$ cat src/rtl/fetch_pkg.sv
// fetch_pkg: shared widths, FSM encoding and opcode constants for the fetch unit and control.
package fetch_pkg;
   localparam int IW = 21;
   localparam int AW = 6;
   localparam int DEPTH = 64;
   localparam logic [AW-1:0] RESET_PC = '0;
   localparam logic [1:0] IDLE = 2'd0;
   localparam logic [1:0] PRIME = 2'd1;
   localparam logic [1:0] RUN = 2'd2;
   localparam logic [1:0] HALT = 2'd3;
   localparam logic [3:0] OP_TERM = 4'b0001;
   localparam logic [3:0] OP_MOD = 4'b1111;
endpackage

$ cat src/rtl/instr_mem.sv
// instr_mem: DEPTH x IW 1W/1R synchronous-read RAM, read-first on address collision.
module instr_mem
   import fetch_pkg::*;
(
   input  logic          clk,
   input  logic          rst_n,
   input  logic          we,
   input  logic [AW-1:0] waddr,
   input  logic [IW-1:0] wdata,
   input  logic [AW-1:0] raddr,
   output logic [IW-1:0] rdata
);
   logic [IW-1:0] mem [DEPTH];
   always_ff @(posedge clk)
      if (we) mem[waddr] <= wdata;
   // Only the read register is cleared; the array keeps the loaded program across resets.
   always_ff @(posedge clk)
      rdata <= rst_n ? mem[raddr] : '0;
endmodule

$ cat src/rtl/instr_fetch_unit.sv
// instr_fetch_unit: PC, instruction memory and IR driven by control's strobes,
// with a host program-load port usable while idle or halted.
module instr_fetch_unit
   import fetch_pkg::*;
(
   input  logic          clk,
   input  logic          rst_n,
   input  logic          start,
   input  logic          prog_we,
   input  logic [AW-1:0] prog_addr,
   input  logic [IW-1:0] prog_data,
   input  logic          w_pc,
   input  logic          M3,
   input  logic [AW-1:0] gamma,
   input  logic          w_IR,
   input  logic          q,
   output logic [IW-1:0] instruction,
   output logic [AW-1:0] pc,
   output logic          running,
   output logic          halted,
   output logic          pc_wrap
);
   logic [1:0] state;
   logic [IW-1:0] rdata;
   logic loadable;
   assign running = state == RUN;
   assign halted = state == HALT;
   assign loadable = state == IDLE || state == HALT;
   instr_mem u_mem (
      .clk  (clk),
      .rst_n(rst_n),
      .we   (prog_we && loadable),
      .waddr(prog_addr),
      .wdata(prog_data),
      .raddr(pc),
      .rdata(rdata)
   );
   always_ff @(posedge clk) begin
      if (!rst_n) begin
         state <= IDLE;
         pc <= RESET_PC;
         instruction <= '0;
         pc_wrap <= 1'b0;
      end else begin
         case (state)
            IDLE, HALT:
               if (start) begin
                  state <= PRIME;
                  pc <= RESET_PC;
                  pc_wrap <= 1'b0;
               end
            PRIME: state <= RUN;
            default:
               // q wins over any strobes issued in the same cycle.
               if (q) state <= HALT;
               else begin
                  if (w_pc) begin
                     pc <= M3 ? pc + 1'b1 : gamma;
                     if (M3 && pc == AW'(DEPTH - 1)) pc_wrap <= 1'b1;
                  end
                  if (w_IR) instruction <= rdata;
               end
         endcase
      end
   end
endmodule
$ cat config.mk
export PLATFORM = sky130hd
export DESIGN_NAME = instr_fetch_unit
export DESIGN_NICKNAME = d
export VERILOG_FILES = /design/src/rtl/fetch_pkg.sv /design/src/rtl/instr_mem.sv /design/src/rtl/instr_fetch_unit.sv
export SDC_FILE = /design/constraint.sdc
export NUM_CORES = 1
export LEC_CHECK = 0
export CAP_MARGIN = 40
export CORE_ASPECT_RATIO = 1.4
export CORE_MARGIN = 3
export CORE_UTILIZATION = 25
export DETAILED_ROUTE_END_ITERATION = 8
export HOLD_SLACK_MARGIN = 0.1
export PLACE_DENSITY = 0.41
export SLEW_MARGIN = 5
export SYNTH_ARGS = -nofsm -noshare
export SYNTH_HDL_FRONTEND = slang
export SYNTH_SLANG_ARGS = --single-unit
export TNS_END_PERCENT = 30
$ cat constraint.sdc
create_clock -name clk -period 7.4 [get_ports clk]
set_input_delay 1.11 -clock clk [delete_from_list [all_inputs] [get_ports clk]]
set_output_delay 1.11 -clock clk [all_outputs]
set_load 0.1 [all_outputs]
==> results of run 1 <==
-- sequential cells by signal, summed over array words and instances (netlist names) --
register     flops
u_mem.mem     1344
instruction     21
pc               6
pc_wrap          1
state            2
u_mem.rdata     21
-- kinds of logic after synthesis --
logic type,Yosys count,share of synthesized area [%]
AO/OA/AOI/OAI,162,2.15
XOR/XNOR,2,0.0329
adder cells (fa/ha/maj),6,0.141
buffers and inverters,137,1.38
flip-flops,1395,77.8
multiplexers,406,16.5
AND/OR/NAND/NOR,247,2.01
-- worst max-delay path, delay by kind of cell, from the launching register on --
kind / cells / cell delay, ns
buffers and inverters: 2 / 0.99
flip-flops: 1 / 0.91
-- power by group --
part           internal [mW]  total (mW)  switching (mW)
registers               8.76        8.90           0.139
logic                  0.826        2.05            1.23
clock network           4.10        7.07            2.98
-- metal layers --
| layer | track usage (%) | vias up | wire, um | part of all wire, % |
|---|---|---|---|---|
| li1 | - | 10400 | - | - |
| met1 | 16.8 | 13800 | 60800 | 40 |
| met2 | 25.9 | 565 | 82700 | 54 |
| met3 | 1.81 | 192 | 5330 | 3.5 |
| met4 | 4.12 | 4 | 4520 | 2.9 |
| met5 | 0 | - | 26 | 0.017 |
-- worst max path at each step --
stage / endpoint / slack, ns / depth (start not counted)
after floorplan: u_mem.mem[49][0] / 3.74 / 5
after global placement: u_mem.rdata[8] / 3.19 / 7
after detailed placement: u_mem.mem[63][4] / 3.41 / 5
after CTS: pc[1] / 3.50 / 2
after global routing: pc[1] / 3.48 / 2
final: pc[1] / 3.59 / 2
-- synthesized netlist by cell type, types with 2 or more instances --
library cell and count:
a211o_1 2, a211oi_1 2, a21boi_0 21, a21boi_1 3, a21oi_1 21, a22oi_1 21, a31oi_1 17, and2_1 3
and3_1 3, buf_1 4, buf_2 42, buf_4 18, buf_6 13, clkbuf_1 55, dfxtp_1 51, edfxtp_1 1344
ha_1 6, inv_1 4, mux2_2 7, mux2i_1 23, mux4_2 376, nand2_1 96, nand2b_1 8, nand3_1 11
nand3b_1 4, nor2_1 94, nor2b_1 8, nor3_1 7, nor3b_1 2, o21ai_0 6, o21ai_1 16, o221ai_1 34
o22ai_1 5, o31ai_1 2, o32a_1 3, or3_1 2, or3b_1 2
-- cell type report --
type,count,area (um2)
fillers,20400,148000
flip-flops and latches,1395,41400
multi-input cells,823,11300
clock buffers,176,3790
well taps,2814,3520
repair buffers,217,2210
clock inverters,67,674
inverters,5,21.3
diodes,6,15.0
-- per-stage QoR --
stage,area [um2],power [mW],util (%),hold slack (ns)
floorplan,53200,10.2,-,0.426
global placement,57700,11.1,27.3,0.457
detailed placement,58400,11.2,27.7,0.456
CTS,62900,18.3,29.8,0.471
global route,62900,18.7,29.8,0.490
finish,62900,18.0,29.8,0.464
==> run metrics, run 1 <==
status finished, final reports clean; Min-Delay Path Class flip-flop to flip-flop; Max clock buf depth 4; Final setup viols 0; initial antenna violation count 9; IO Port Bufs 70; Synth area leader edfxtp_1; Synth Cell Area about 53000 um2; TritonCTS buffer count 144; Placed Cells 5254; HP Start instruction[19]; Syn Area/Cell 22.6 um2; area grow syn2layout 18.3%; GRT Residual Overflow 0; largest net degree at the start of global routing 114; Max IR drop VDD 155 uV; Post-CTS Resized 0; pin slew with the least headroom to its limit 0.950 ns; crit end category primary output; Starting DRT DRC Count between 1500 and 2000; nets 2633; CTS root buf clkbuf_16; gr usage total 14.0%; sequential share of the synthesized area 77.8%; ys flop type edfxtp_1; commonest non-fill, non-tap cell in the layout edfxtp_1; Mapped Cells ~2400; Worst-Skew Late Latency 0.77 ns; Slew Limit Fails 0; Synth Warn # 0; die area 218000 um2; Crit-path slowest cell dfxtp_4; initial core utilization 25.2%; RSZ-0062 raised after global routing false; clk slew on worst S/H paths 0.06 ns; pre-CTS setup slack 3.41 ns; FMAX roughly 260 MHz; pwr/cell area 287 nW/um2; number of global-route vias before repair approximately 27000; Hold Crit Depth 2; DRC 0; Initial DRT Pass Iterations 7; Die Wd just under 400 um; Final period util 51.4%; FF-to-FF End u_mem.rdata[19]; library cells used by synthesis between 50 and 60; required time of the worst setup path 6.29 ns; chip height 552 um; slew margin rel. 36.7%; asr flop ratio synth 0%; min cycle time layout between 3 and 4 ns; CP Cell Sequence clkdlybuf4s50_1 > buf_16; Leak about 19 nW; final worst slack about 3.6 ns; vias post-DR 25000; Finished Layout Cells 5503; Register-to-Register Path Depth 7; Seq cells post-synth between 1000 and 1500; arrival time at the worst endpoint 2.70 ns; Synthesized Nets 2402; Fin Clk Skew 0.0484 ns; dominant cells by area after synthesis edfxtp_1 76%, mux4_2 16%, dfxtp_1 1.9%, nand2_1 0.68%, nor2_1 0.66%; Avg Vias per Cell 4.54; core area between 200000 and 250000 um2; wire per inst about 28 um; GP Congestion 0.781; Final Hold Fails 0; Rows 199; postcts setup bufs 0; setup TNS 0 ns; worst r2r src pc[0]; share of cells above drive strength 1 30.5%; Critical path origin pc[1]; Routed Wire Length 153000 um; Synth top area share 75.9%; Max Cap Viol 0; EDFF count, synth 1344; Post-CTS Hold Buffers 0; WS Path Type flip-flop to primary output; critical-path maximum fanout 37; io pins 71; CP Launch Type flip-flop; CTS Sinks 1395; Min-Delay Endpoint instruction[19]; DPL Wire Length ~94000 um; post-route ant nets 0; commonest non-fill, non-tap cells in the layout 1344 x edfxtp_1, 376 x mux4_2, 145 x clkbuf_16; delay of the slowest cell on the worst path around 0.9 ns; R2R setup slack between 3 and 4 ns; htree depth 4; first-pass GRT wire length 216000 um; TritonCTS clock tree built
Note: power is estimated with default switching activity, not from simulation.
==> run 2: changes to the inputs <==
clock period = 3.6 ns   (was 7.4 ns; I/O delays follow)
==> run 2 against run 1 <==
The run now ends with antenna violations left. Via count rose by 2.4%. Non-clock buffer count is 73 higher. Register-to-register slack got worse by 3.4 ns. Die area is the same. Largest cell class unchanged. Highest routed layer unchanged.
==> run metrics, run 2 (synthesized netlist as in run 1, its figures left out) <==
status complete, but fails checks (was finished, final reports clean); failing checks antenna violations; pwr/cell area 587 nW/um2 (was 287 nW/um2); min cycle time layout slightly above 3 ns; Routed Wire Length 164000 um (was 153000 um); Regs by FF count u_mem.mem: 1344 flops, instruction: 21 flops, u_mem.rdata: 21 flops (unchanged); Crit-path slowest cell dfxtp_4 (unchanged); crit end category flip-flop (was primary output); gr usage total 14.9% (was 14.0%); share of cells above drive strength 1 32.6% (was 30.5%); initial core utilization 25.2% (unchanged); GP Congestion 0.784 (was 0.781); Worst Path Buf+Inv 4 (was 2); Max Cap Viol 0 (unchanged); Initial DRT Pass Iterations 6 (was 7); Avg Vias per Cell 4.58 (was 4.54); vias post-DR 25600 (was 25000); crit-path leading delay family buffers and inverters (unchanged); Post-CTS Hold Buffers 0 (unchanged); CP Cell Sequence buf_16 > buf_12 > buf_12 > mux4_2 > o221ai_1 > a21oi_1 > buf_4 > a22oi_1 > o21ai_1 (was clkdlybuf4s50_1 > buf_16); WS Path Type flip-flop to flip-flop (was flip-flop to primary output); pin slew with the least headroom to its limit 0.878 ns (was 0.950 ns); area grow syn2layout 20.4% (was 18.3%); Rows 199 (unchanged); number of global-route vias before repair 27300 (was 26700); Slew Limit Fails 0 (unchanged); RSZ-0062 raised after global routing false (unchanged); io pins 71 (unchanged); Post-CTS Resized 0 (unchanged); critical-path maximum fanout 26 (was 37); Max clock buf depth 4 (unchanged); setup TNS 0 ns (unchanged); Starting DRT DRC Count 1915 (was 1900); FMAX between 300 and 400 MHz; first-pass GRT wire length 227000 um (was 216000 um); commonest non-fill, non-tap cells in the layout 1344 x edfxtp_1, 376 x mux4_2, 148 x clkbuf_16 (was 1344 x edfxtp_1, 376 x mux4_2, 145 x clkbuf_16); postcts setup bufs 0 (unchanged); IO Port Bufs 70 (unchanged); wire per inst 29.3 um (was 27.9 um); DRC 0 (unchanged); crit-path most repeated cell buf_12; TritonCTS buffer count 145 (was 144); post-route ant nets 1 (was 0); area of the multi-input gates 11300 um2 (about the same); die area 218000 um2 (unchanged); DPL Wire Length 106000 um (was 93900 um); Layout fillers 20300 (was 20400); chip height 552 um (unchanged); max FFs per register 1344 (unchanged); nets 2707 (was 2633); Worst-Skew Late Latency 0.81 ns (was 0.77 ns); Final Hold Fails 0 (unchanged); core area 211000 um2 (unchanged); Final period util 85.3%; Die Wd 396 um (unchanged); Max IR drop VDD 382 uV (was 155 uV); Fin Clk Skew 0.0580 ns (was 0.0484 ns); Leak 19.2 nW (was 18.7 nW); Min-Delay Path Class primary input to flip-flop (was flip-flop to flip-flop); CTS root buf clkbuf_16 (unchanged); Final setup viols 0 (unchanged); htree depth 4 (unchanged); initial antenna violation count 10 (was 9); slew margin rel. 41.5% (was 36.7%); WHS 0.162 ns (was 0.464 ns); CP Launch Type flip-flop (unchanged); clk slew on worst S/H paths 0.07 ns (was 0.06 ns); required time of the worst setup path 4.28 ns (was 6.29 ns); arrival time at the worst endpoint 3.75 ns (was 2.70 ns); Reg area 41400 um2 (unchanged); commonest non-fill, non-tap cell in the layout edfxtp_1 (unchanged); TritonCTS clock tree built (unchanged); GRT Residual Overflow 0 (unchanged); delay of the slowest cell on the worst path 0.51 ns (was 0.91 ns); CTS Sinks 1395 (unchanged); largest net degree at the start of global routing 65 (was 114); Most flops, register u_mem.mem (unchanged)
## run 2: cell count changes in the layout (fill, tap and decap cells not counted), sizes merged
cell and delta:
inv -2, clkinvlp +2, bufinv -1, clkdlybuf4s50 -7, clkdlybuf4s15 -1, clkinv +2, clkbuf +9, buf +81
diode +1
## run 2: metal layers
layer,vias up,wire length [um],GRT usage (%)
met4,2,5330,5.05
met2,727,86800,27.0
met5,-,13,0
li1,10600,-,-
met3,216,6690,1.91
met1,14100,65100,18.2
## run 2: layout make-up
| class | instances | share of cell area [%] |
|---|---|---|
| Sequential cell | 1395 | 64.6 |
| Multi-Input combinational cell | 823 | 17.6 |
| Clock buffer | 185 | 6.11 |
| Tap cell | 2814 | 5.50 |
| Timing Repair Buffer | 290 | 5.05 |
| Clock inverter | 68 | 1.03 |
| Inverter | 5 | 0.0332 |
| Antenna cell | 7 | 0.0274 |
## run 2: worst paths after layout
| kind | startpoint | endpoint | slack [ns] | cells past startpoint |
|---|---|---|---|---|
| worst min-delay path | prog_data[0] | u_mem.mem[46][0] | 0.16 | 1 |
| worst min register to register | instruction[2] | instruction[2] | 0.46 | 2 |
| worst max-delay path | pc[0] | u_mem.rdata[20] | 0.53 | 9 |
| worst max register to register | pc[0] | u_mem.rdata[20] | 0.53 | 9 |
## run 2: stage by stage
step / setup slack (ns) / cell area, um2 / util (%) / power (mW) / cells
after floorplan: 0.325 / 53200 / - / 21.0 / 2355
after global placement: 0.161 / 59000 / 28.0 / 23.3 / 5298
after detailed placement: 0.479 / 59400 / 28.2 / 23.4 / 5327
after CTS: 0.520 / 64000 / 30.4 / 38.2 / 5580
after global routing: 0.444 / 64000 / 30.4 / 38.9 / 5581
final: 0.528 / 64000 / 30.4 / 37.6 / 5587
## run 2: where the power goes
group	internal [mW]	total [mW]	switching, mW	leakage (nW)
combinational	1.91	4.62	2.71	4.49
clock	8.55	14.7	6.17	2.23
sequential	18.0	18.3	0.269	12.5
total	28.5	37.6	9.15	19.2
==> run 3: changes to the inputs <==
CTS_CLUSTER_DIAMETER = 50   (was default)
==> run 3 against run 2 <==
The flow now finishes without violations. Wire length hardly changed. Global-route usage hardly changed. Utilization is 0.090 points higher. Non-clock buffer count stayed put. Sequential cell count stayed put. Critical path depth stayed put. Via count is 0.21% higher. Clock skew is 0.011 ns lower. First-iteration DRC count is 5.3% higher. Sequential power hardly changed. Cell area is 0.30% higher. Critical endpoint unchanged. Largest cell class unchanged. Largest power group unchanged.
==> run metrics, run 3 (synthesized netlist as in run 1, its figures left out) <==
CP Launch Type flip-flop (unchanged); die area 218000 um2 (unchanged); HP Start prog_data[0] (unchanged); min cycle time layout 3.07 ns (about the same); post-route ant nets 0 (was 1); number of global-route vias before repair 27400 (was 27300); Int Power 28.7 mW (was 28.5 mW); setup TNS 0 ns (unchanged); slew margin rel. 42.0% (was 41.5%); Routed Wire Length 164000 um (about the same); Worst-Skew Late Latency 0.79 ns (was 0.81 ns); RSZ-0062 raised after global routing false (unchanged); Die Wd 396 um (unchanged); Final Hold Fails 0 (unchanged); CTS Sinks 1395 (unchanged); Worst Path Buf+Inv 4 (unchanged); pwr/cell area 591 nW/um2 (was 587 nW/um2); status finished, final reports clean (was complete, but fails checks); clk slew on worst S/H paths 0.06 ns (was 0.07 ns); nets 2713 (was 2707); vias post-DR 25700 (was 25600); Min-Delay Path Class primary input to flip-flop (unchanged); WS Path Type flip-flop to flip-flop (unchanged); area grow syn2layout 20.7% (was 20.4%); commonest non-fill, non-tap cells in the layout 1344 x edfxtp_1, 376 x mux4_2, 155 x clkbuf_16 (was 1344 x edfxtp_1, 376 x mux4_2, 148 x clkbuf_16); io pins 71 (unchanged); Final setup viols 0 (unchanged); R2R setup slack 0.53 ns (about the same); Most flops, register u_mem.mem (unchanged); TritonCTS buffer count 151 (was 145); pin slew with the least headroom to its limit 0.871 ns (was 0.878 ns); max FFs per register 1344 (unchanged); TritonCTS clock tree built (unchanged); part of the power in the clock network 39.7% (was 39.1%); core area 211000 um2 (unchanged); htree depth 4 (unchanged); Hold Crit Depth 1 (unchanged); Slew Limit Fails 0 (unchanged); largest net degree at the start of global routing 65 (unchanged); Crit-path slowest cell mux4_2 (was dfxtp_4); Fin Clk Skew 0.0470 ns (was 0.0580 ns); required time of the worst setup path 4.24 ns (was 4.28 ns); IO Port Bufs 70 (unchanged); crit end category flip-flop (unchanged); wire per inst 29.3 um (about the same); Leak 19.3 nW (was 19.2 nW); Avg Vias per Cell 4.59 (was 4.58); instance count on the critical path 9 (unchanged); Post-CTS Hold Buffers 0 (unchanged); sw frac 24.4% (was 24.3%); Initial DRT Pass Iterations 5 (was 6); critical-path maximum fanout 26 (unchanged); worst r2r src pc[0] (unchanged); first-pass GRT wire length 227000 um (about the same); NetSw 9.27 mW (was 9.15 mW); FMAX 326 MHz (was 325 MHz); initial antenna violation count 10 (unchanged); sequential share of power 48.2% (was 48.6%); initial core utilization 25.2% (unchanged); Comb pwr share 12.1% (was 12.3%); gr usage total 14.9% (about the same); DRC 0 (unchanged); Final period util 85.2% (was 85.3%); share of cells above drive strength 1 33.0% (was 32.6%); crit-path leading delay family buffers and inverters (unchanged); Rows 199 (unchanged); FF-to-FF End u_mem.rdata[20] (unchanged); commonest non-fill, non-tap cell in the layout edfxtp_1 (unchanged); Starting DRT DRC Count 2017 (was 1915); arrival time at the worst endpoint 3.71 ns (was 3.75 ns); DPL Wire Length 106000 um (unchanged); Register-to-Register Path Depth 9 (unchanged); CTS root buf clkbuf_16 (unchanged); GRT Residual Overflow 0 (unchanged); Regs by FF count u_mem.mem: 1344 flops, instruction: 21 flops, u_mem.rdata: 21 flops (unchanged); CP Cell Sequence buf_16 > buf_12 > buf_12 > mux4_2 > o221ai_1 > a21oi_1 > buf_4 > a22oi_1 > o21ai_1 (unchanged); Max clock buf depth 4 (unchanged); Max Cap Viol 0 (unchanged); Layout fillers 20300 (about the same); postcts setup bufs 0 (unchanged); Post-CTS Resized 0 (unchanged); Max IR drop VDD 335 uV (was 382 uV); chip height 552 um (unchanged); GP Congestion 0.784 (unchanged); Util after Layout 30.4% (about the same); delay of the slowest cell on the worst path 0.51 ns (about the same); Min-Delay Endpoint u_mem.mem[46][0] (unchanged); crit-path most repeated cell buf_12 (unchanged)
[run 3: how the worst max path moves through the flow]
stage / endpoint / slack [ns] / from
after floorplan: u_mem.mem[49][0] / 0.32 / state[0]
after global placement: u_mem.rdata[9] / 0.16 / pc[0]
after detailed placement: u_mem.mem[50][12] / 0.48 / prog_addr[3]
after CTS: u_mem.rdata[20] / 0.51 / pc[0]
after global routing: u_mem.rdata[20] / 0.43 / pc[0]
final: u_mem.rdata[20] / 0.53 / pc[0]
[run 3: worst register-to-register path, stage by stage (launching register included)]
cell and delay, ns:
dfxtp_4 0.50, buf_16 0.29, buf_12 0.32, buf_12 0.23
mux4_2 0.52, o221ai_1 0.41, a21oi_1 0.23, buf_4 0.21
a22oi_1 0.13, o21ai_1 0.08
[run 3: power groups by stage]
stage,sequential [mW],clock (mW),combinational (mW)
2_1_floorplan,18.5,0,2.51
3_3_place_gp,18.7,0,4.57
3_5_place_dp,18.6,0,4.76
4_1_cts,18.3,15.5,4.78
5_1_grt,18.3,16.1,4.90
6_report,18.3,15.1,4.61
[run 3: per-layer routing]
layer / track usage, % / wire length [um] / up-vias
met3: 2.02 / 7360 / 207
met5: 0 / 13 / -
met2: 27.2 / 86800 / 716
li1: - / - / 10600
met4: 4.73 / 5210 / 2
met1: 18.1 / 64300 / 14100
[run 3: stage by stage]
step	total power, mW	hold WS (ns)	std cells	setup slack, ns	area (um2)
after detailed placement	23.4	0.456	5327	0.479	59400
after global routing	39.3	0.161	5589	0.427	64200
after global placement	23.3	0.453	5298	0.161	59000
after CTS	38.6	0.144	5588	0.507	64200
final	37.9	0.187	5595	0.535	64200
after floorplan	21.0	0.426	2355	0.325	53200
[run 3: final cells by class]
type                            instances  area, um2  share of cell area [%]
Inverter                                5       21.3                  0.0331
Multi-Input combinational cell        823      11300                    17.6
Tap cell                             2814       3520                    5.48
Timing Repair Buffer                  290       3230                    5.03
Sequential cell                      1395      41400                    64.5
Clock inverter                         69        651                    1.01
Antenna cell                            7       17.5                  0.0273
Clock buffer                          192       4110                    6.40
==> RTL edit: new RTL, flow settings as in run 2 <==
Register the input `prog_data` before use. The logic sees it one clock later. The other inputs are not delayed to match.
--- a/src/rtl/instr_fetch_unit.sv
+++ b/src/rtl/instr_fetch_unit.sv
@@ -20,6 +20,13 @@
    output logic          halted,
    output logic          pc_wrap
 );
+
+   logic [IW-1:0] prog_data_q;
+
+   always_ff @(posedge clk) begin
+      prog_data_q <= prog_data;
+   end
+
    logic [1:0] state;
    logic [IW-1:0] rdata;
    logic loadable;
@@ -31,7 +38,7 @@
       .rst_n(rst_n),
       .we   (prog_we && loadable),
       .waddr(prog_addr),
-      .wdata(prog_data),
+      .wdata(prog_data_q),
       .raddr(pc),
       .rdata(rdata)
    );
Formal check against the unedited RTL: not equivalent (Yosys sat finds a counterexample within 4 cycles, from zero or initial values and one cycle with rst_n low).
==> RTL edit against run 2 <==
Via count up 4.6%; wire length up 0.69%; worst setup slack worse by 0.37 ns; sequential cell count up 21; final area up 1.8%; power up 4.2%; synthesized area up 1.9%; critical path type unchanged; critical endpoint is now u_mem.rdata[3]$_SDFF_PN0_.
==> RTL edit: results <==
[outcome]
status = "finished clean"

[placed_design]
dpl.hpwl_um = 105000
cell_count_post_placement = 5562
finalWeightedCongestion = 0.831

[final_layout]
n_all_inverters = 8
comb.multi_input.count = 978
drive_gt1_frac = 0.310
multi_input_area_mm2 = 0.0117
post_layout_nonfiller_instances = 5840
nClkBuffers = 187
area_share_clock_buf_inv = 0.0728
area_share_nonclk_buffers = 0.0507
nFillCells = 20842
seq_area_frac = 0.642

[grt]
wire_length_of_the_first_global_routing_pass_um = 229000
vias_in_the_first_global_route = 28147
globalRouteTotalUtil = 0.147
grtUsageMet1 = 0.186
globalRouteMet3Util = 0.0258

[worst_hold_path]
worstHoldStart = "prog_data[4]"

[power_and_ir_drop]
power_frac_clock = 0.382
leakagePower_nw = 19.9
power_switching_share = 0.256

[setup_path]
critPathRequiredTime_ns = 4.24
timing.critical_path.max_delay_family = "compound AO/OA/AOI/OAI gates"
critical_path.max_fanout = 20
worst_path_largest_cell_delay_ns = 0.73
r2r_slack_ns = 0.16
critPathCapture = "u_mem.rdata[3]$_SDFF_PN0_"

[synthesis]
yosys.area_share.adder = 0.00139
synth_top_area_cells = "edfxtp_1 74%, mux4_2 13%, dfxtp_1 2.7%, mux2_2 1.3%, mux2i_1 0.96%"
synth_sequential_area_ratio = 0.771
synth-compound-area-share = 0.0289
synthTopCellsByCount = "1344 x edfxtp_1, 305 x mux4_2, 127 x nand2_1"
syn-mean-instance-area_um2 = 21.3
synth-xor-area-share = 0.000323
synth_cell_type_count = 59
net_count_of_the_mapped_netlist = 2594
post_synth_mux_area_share = 0.154

[detailed_routing]
drtPass1Iterations = 5
wire_per_inst_um = 28.2
dr_total_vias = 26786
drt_iter0_markers = 2355
detailroute.wirelength.met3_um = 7920

[clock_tree]
cts_setup_buffers = 1
tritoncts_num_sinks = 1416

[timing]
tightest_slew_ns = 0.948
RTL edit: cell types whose count changed after synthesis, moves of 15 or more:
cell | run 2 | this run
a21oi_1 | 21 | 4
nor2_1 | 94 | 112
a211oi_1 | 2 | 23
a221oi_1 | 1 | 21
nand2_1 | 96 | 127
mux2i_1 | 23 | 52
o211ai_1 | 1 | 25
o21ai_1 | 16 | 0
mux4_2 | 376 | 305
dfxtp_1 | 51 | 72
o31ai_1 | 2 | 17
mux2_2 | 7 | 63
and2_1 | 3 | 23
RTL edit: metrics by stage:
stage | hold slack, ns | instance area (um^2) | worst slack, ns | power (mW)
2_1_floorplan | 0.426 | 54200 | 0.248 | 22.4
3_3_place_gp | 0.450 | 59600 | -0.525 | 24.5
3_5_place_dp | 0.449 | 60400 | 0.0132 | 24.7
4_1_cts | 0.103 | 65100 | 0.146 | 39.8
5_1_grt | 0.136 | 65100 | 0.124 | 40.6
6_report | 0.185 | 65200 | 0.162 | 39.2
